`config.mk`:
```
export PLATFORM = sky130hd
export DESIGN_NAME = mem_port_arbiter
export DESIGN_NICKNAME = d
export VERILOG_FILES = /design/src/rtl/mem_port_arbiter.sv
export SDC_FILE = /design/constraint.sdc
export NUM_CORES = 1
export LEC_CHECK = 0
export CELL_PAD_IN_SITES_DETAIL_PLACEMENT = 1
export CELL_PAD_IN_SITES_GLOBAL_PLACEMENT = 1
export CORE_MARGIN = 4
export CORE_UTILIZATION = 28
export DETAILED_ROUTE_END_ITERATION = 8
export PLACE_DENSITY = 0.87
export SLEW_MARGIN = 5
export SYNTH_ARGS = -nofsm -noshare
export SYNTH_HDL_FRONTEND = slang
export SYNTH_SLANG_ARGS = --single-unit
```
`constraint.sdc`:
```
create_clock -name CLK -period 1.8 [get_ports CLK]
set_clock_uncertainty 0.15 [all_clocks]
set_input_delay 0.27 -clock CLK [delete_from_list [all_inputs] [get_ports CLK]]
set_output_delay 0.27 -clock CLK [all_outputs]
set_load 0.01 [all_outputs]
```
`src/rtl/mem_port_arbiter.sv`:
```
// mem_port_arbiter
//
// Shares one RAM port between the instruction-fetch requester and the data-memory requester.
// Data wins by default. A streak counter makes a pending fetch win after MAX_DSTREAK
// consecutive data grants that each had a fetch waiting, so fetch cannot starve.
// Every access is a request/ready transaction. The requester's wait output stays high
// until the RAM signals ready.
//
// Ports:
//   CLK, RST           clock (rising edge), synchronous active-high reset
//   iREN, iaddr        instruction read request and address
//   iwait, iload       instruction stall (low only in the completion cycle) and fetched word
//   dREN, dWEN         data read / write request (both high is treated as a write)
//   daddr, dstore      data address and write data
//   dwait, dload       data stall (low only in the completion cycle) and read data
//   ramREN, ramWEN     registered RAM read / write strobes
//   ramaddr, ramstore  registered RAM address and write data
//   ramload, ram_ready RAM read data and access-complete flag

module mem_port_arbiter #(
   parameter int unsigned ADDR_W      = 32,
   parameter int unsigned DATA_W      = 32,
   parameter int unsigned MAX_DSTREAK = 4
) (
   input  logic              CLK,
   input  logic              RST,
   // instruction requester
   input  logic              iREN,
   input  logic [ADDR_W-1:0] iaddr,
   output logic              iwait,
   output logic [DATA_W-1:0] iload,
   // data requester
   input  logic              dREN,
   input  logic              dWEN,
   input  logic [ADDR_W-1:0] daddr,
   input  logic [DATA_W-1:0] dstore,
   output logic              dwait,
   output logic [DATA_W-1:0] dload,
   // RAM port
   output logic              ramREN,
   output logic              ramWEN,
   output logic [ADDR_W-1:0] ramaddr,
   output logic [DATA_W-1:0] ramstore,
   input  logic [DATA_W-1:0] ramload,
   input  logic              ram_ready
);

   localparam logic [3:0] MaxStreak = 4'(MAX_DSTREAK);
   localparam logic [3:0] StreakSat = 4'd15;

   typedef enum logic [1:0] {StIdle, StIacc, StDacc} state_e;

   state_e            state_q, state_d;
   logic [3:0]        dstreak_q, dstreak_d;
   logic              ireq_g_q, ireq_g_d;     // fetch was pending when the data access was granted
   logic              ram_ren_q, ram_ren_d;
   logic              ram_wen_q, ram_wen_d;
   logic [ADDR_W-1:0] ram_addr_q, ram_addr_d;
   logic [DATA_W-1:0] ram_store_q, ram_store_d;
   logic [DATA_W-1:0] iload_q, iload_d;
   logic [DATA_W-1:0] dload_q, dload_d;

   logic ireq, dreq;
   logic i_done, d_done;

   assign ireq = iREN;
   assign dreq = dREN | dWEN;

   always_comb begin
      state_d     = state_q;
      dstreak_d   = dstreak_q;
      ireq_g_d    = ireq_g_q;
      ram_ren_d   = ram_ren_q;
      ram_wen_d   = ram_wen_q;
      ram_addr_d  = ram_addr_q;
      ram_store_d = ram_store_q;
      iload_d     = iload_q;
      dload_d     = dload_q;
      i_done      = 1'b0;
      d_done      = 1'b0;

      unique case (state_q)
         StIdle: begin
            // Strobes are registered, so they appear the cycle after the grant.
            if (dreq && (!ireq || (dstreak_q < MaxStreak))) begin
               state_d     = StDacc;
               ireq_g_d    = ireq;
               ram_addr_d  = daddr;
               ram_store_d = dstore;
               ram_wen_d   = dWEN;    // dREN & dWEN together is treated as a write
               ram_ren_d   = ~dWEN;
            end else if (ireq) begin
               state_d    = StIacc;
               ram_addr_d = iaddr;
               ram_ren_d  = 1'b1;
               ram_wen_d  = 1'b0;
            end
         end
         StIacc: begin
            if (ram_ready) begin
               i_done    = 1'b1;
               state_d   = StIdle;
               dstreak_d = '0;
               ram_ren_d = 1'b0;
               ram_wen_d = 1'b0;
               iload_d   = ramload;
            end
         end
         StDacc: begin
            if (ram_ready) begin
               d_done    = 1'b1;
               state_d   = StIdle;
               ram_ren_d = 1'b0;
               ram_wen_d = 1'b0;
               if (!ram_wen_q) begin
                  dload_d = ramload;
               end
               if (ireq_g_q) begin
                  dstreak_d = (dstreak_q == StreakSat) ? StreakSat : dstreak_q + 4'd1;
               end else begin
                  dstreak_d = '0;
               end
            end
         end
         default: state_d = StIdle;
      endcase

      // A transaction abandoned by reset must not signal completion to its requester.
      if (RST) begin
         i_done = 1'b0;
         d_done = 1'b0;
      end
   end

   always_ff @(posedge CLK) begin
      if (RST) begin
         state_q     <= StIdle;
         dstreak_q   <= '0;
         ireq_g_q    <= 1'b0;
         ram_ren_q   <= 1'b0;
         ram_wen_q   <= 1'b0;
         ram_addr_q  <= '0;
         ram_store_q <= '0;
         iload_q     <= '0;
         dload_q     <= '0;
      end else begin
         state_q     <= state_d;
         dstreak_q   <= dstreak_d;
         ireq_g_q    <= ireq_g_d;
         ram_ren_q   <= ram_ren_d;
         ram_wen_q   <= ram_wen_d;
         ram_addr_q  <= ram_addr_d;
         ram_store_q <= ram_store_d;
         iload_q     <= iload_d;
         dload_q     <= dload_d;
      end
   end

   assign iwait    = ~i_done;
   assign iload    = i_done ? ramload : iload_q;
   assign dwait    = ~d_done;
   assign dload    = (d_done && !ram_wen_q) ? ramload : dload_q;
   assign ramREN   = ram_ren_q;
   assign ramWEN   = ram_wen_q;
   assign ramaddr  = ram_addr_q;
   assign ramstore = ram_store_q;

endmodule

```
==> run_results.csv <==
group,metric,value,unit
pwr,fin_total_pwr,9347,uW
cts,clock_latency,0.42,ns
setup_path,worst_path_most_repeated_cell,"buf_6",
detailed_routing,drtIter0Drc,277,
timing,final-setup-viol-count,83,
setup_path,critPathLaunch,"state_q[0]",
place,io_buffers,265,
synthesis,syn_inst,605,
synthesis,synthTopCellsByCount,"dfxtp_1 (137), nand2b_1 (67), a22o_1 (64)",
place,routabilityCongestion,0.7657,
min_path,hp-class,"in -> reg",
detailed_routing,drc,0,
timing,fmax,401.1,MHz
layout,instances_no_fill,1218,
timing,whs,0.2735,ns
cts,cts_max_level,4,
outcome,outcome,"complete, but fails checks",
setup_path,worst_path_max_delay_cell,"dfxtp_4",
synthesis,yosysWarnings,0,
setup_path,crit_chain,"inv_4 > ha_4 > nand3b_1 > nor2_4 > buf_6 > buf_12 > mux2_4 > buf_6",
floorplan,dieArea,24320,sq um
global_route,grt_usage,20.02,%
floorplan,boundaryPins,266,
synthesis,synthFlopType,"dfxtp_1",
setup_path,cpPeakStageDelay,0.36,ns
place,dp_hpwl,16.35,mm
cts,path_clk_slew,0.07,ns
detailed_routing,vias,6212,
global_route,grt_start_max_net_pins,109,
synthesis,yosysTopAreaCell,"dfxtp_1",
timing,fin_tns_setup,-42.22,ns
timing,slew_headroom,33.71,%
place,place_ws,-0.8831,ns
synthesis,ys_seq_area_share,44.74,%
cts,cts_tree,"yes",
synthesis,yosysMostFrequentCell,"dfxtp_1",
timing,post-route-period-util,138.5,%
layout,area_growth,80.91,%
timing,worst_pin_slew,0.9943,ns
setup_path,criticalPathCategory,"reg -> out",
global_route,grt-ovfl-total,0,
floorplan,core,21290,sq um
setup_path,path_delay_family,"buffers and inverters",
layout,antennaDiodeCount,0,
setup_path,critPathBufInv,4,
layout,fillers,2254,
detailed_routing,vias_per_cell,5.100,
floorplan,rows,53,
cts,cts_inserted_buffers,17,
synthesis,syn_area_per_cell,10.13,sq um
floorplan,initial_core_util,28.80,%
synthesis,syn_area,6130,sq um
synthesis,async_flop_share,0,%
detailed_routing,ant_nets,0,
timing,fin_crit,2.493,ns
synthesis,synth.top_cell.area_share,44.74,%
outcome,violations,"negative setup slack",
timing,hold_viol_final,0,
pwr,leakagePower,0.004778,uW
setup_path,reg2reg_from,"state_q[0]",
timing,rsz0062_at_grt,"yes",
setup_path,cp-end-kind,"primary output",
global_route,antenna_found_initial,0,
layout,final_layout_size_suffix_gt1_share,30.01,%
global_route,grt_pass1_wl,38.63,mm
cts,root_buffer,"clkbuf_16",
place,placedCellCount,1159,
cts,clockBufferDepth,2,
setup_path,cp.required,1.38,ns
detailed_routing,first_pass_iters,4,
cts,holdBufCountCts,0,
setup_path,cp_max_fo,6,
timing,drv_slew,0,
layout,fin_nets,1068,
flow_run,cap_violations,0,
synthesis,syn-num-nets,743,
synthesis,synth_cell_types,38,
detailed_routing,routed_wl,25.89,mm
setup_path,cp-start-kind,"flop",
setup_path,cp.arrival,2.07,ns
floorplan,dieHeight,156.0,um
min_path,hold_start,"dstore[7]",
global_route,grt_pass1_vias,6591,
detailed_routing,post_drt_wl_per_cell,21.25,um
synthesis,synth_seq_cells,137,
floorplan,dieWidth,156.0,um
timing,worst_slack,-0.6934,ns
synthesis,synth_enable_flop_cells,0,
pwr,power.density,842.9,nW/um^2
cts,clock-sinks,137,
pwr,ir_worst_vdd,0.0005492,V
synthesis,synthTopCellsByArea,"dfxtp_1 (45%), mux2_2 (12%), a22o_1 (9.1%)",
## power breakdown
part / internal [uW] / leakage, uW / switching [uW]
combinational: 1370 / 0.00337 / 981
clock: 1980 / 0.000287 / 1590
sequential: 3280 / 0.00112 / 147
total: 6630 / 0.00478 / 2720
## path summary, 6_finish.rpt
path,depth (start not counted),slack [ns],end
setup / recovery,8,-0.69,dload[24]
hold / removal,3,0.27,ramstore[7]
setup reg to reg,10,-0.15,dload_q[25]
hold reg to reg,2,0.33,ramstore[4]
## registers in the layout, indices dropped and copies added, names as in the netlist
| register | cells |
|---|---|
| ramREN | 1 |
| ramWEN | 1 |
| ireq_g_q | 1 |
| iload_q | 32 |
| dstreak_q | 4 |
| state_q | 2 |
| dload_q | 32 |
| ramaddr | 32 |
| ramstore | 32 |
## cell type report
class                      count  area, sq um  share of cell area (%)
timing repair buffer         361         3914                   35.29
multi-input combinational    405         3446                   31.07
sequential                   137         2750                   24.80
clock buffer                  17        425.4                   3.836
tap                          275        344.1                   3.103
clock inverter                15        172.7                   1.557
inverter                       8        37.54                  0.3385
## kinds of logic after synthesis
family / count (synthesis) / share of synthesized area (%)
DFF: 137 / 44.74
and+or+nand+nor: 149 / 13.21
AOI/OAI and AO/OA: 155 / 19.11
muxes: 97 / 17.15
buffers and inverters: 63 / 4.981
adders and majority gates: 4 / 0.8165
## per-layer routing
layer	global-route usage (%)	wire (um)
met5	0	0
met4	5.752	619
met3	5.492	1706
met2	36.79	13800
met1	22.57	9758
## stage by stage
stage	utilization, %	area (sq um)
6_report	52.10	11090
4_1_cts	50.87	10830
3_5_place_dp	45.31	9646
5_1_grt	52.10	11090
2_1_floorplan	-	6271
3_3_place_gp	45.31	9646
## cell usage in the layout (no fill, tap or decap), types with 3 or more instances in the layout
master	instances
a21oi_1	6
a22o_1	63
a311oi_1	30
buf_12	17
buf_16	3
buf_4	53
buf_6	79
buf_8	5
clkbuf_16	22
clkdlybuf4s50_1	187
dfxtp_1	135
dlygate4sd2_1	3
dlymetal6s2s_1	8
ha_4	3
inv_1	5
inv_4	3
inv_6	6
inv_8	3
mux2_4	64
mux2i_1	33
nand2_1	3
nand2b_1	67
nand3_1	33
nor2_1	34
o21ai_0	38
## repair_timing
action	in CTS	in global routing
resized for setup	386	62
gates cloned	6	5
pin swaps	21	23
endpoints found under the setup margin	70	136
buffers inserted	19	7
## tightest hold or removal path: cells and delay by family
| kind | cells | cell delay [ns] |
|---|---|---|
| buffers and inverters | 1 | 0.40 |
| muxes | 1 | 0.06 |
| and+or+nand+nor | 1 | 0.07 |
(Power assumes the default switching activity.)
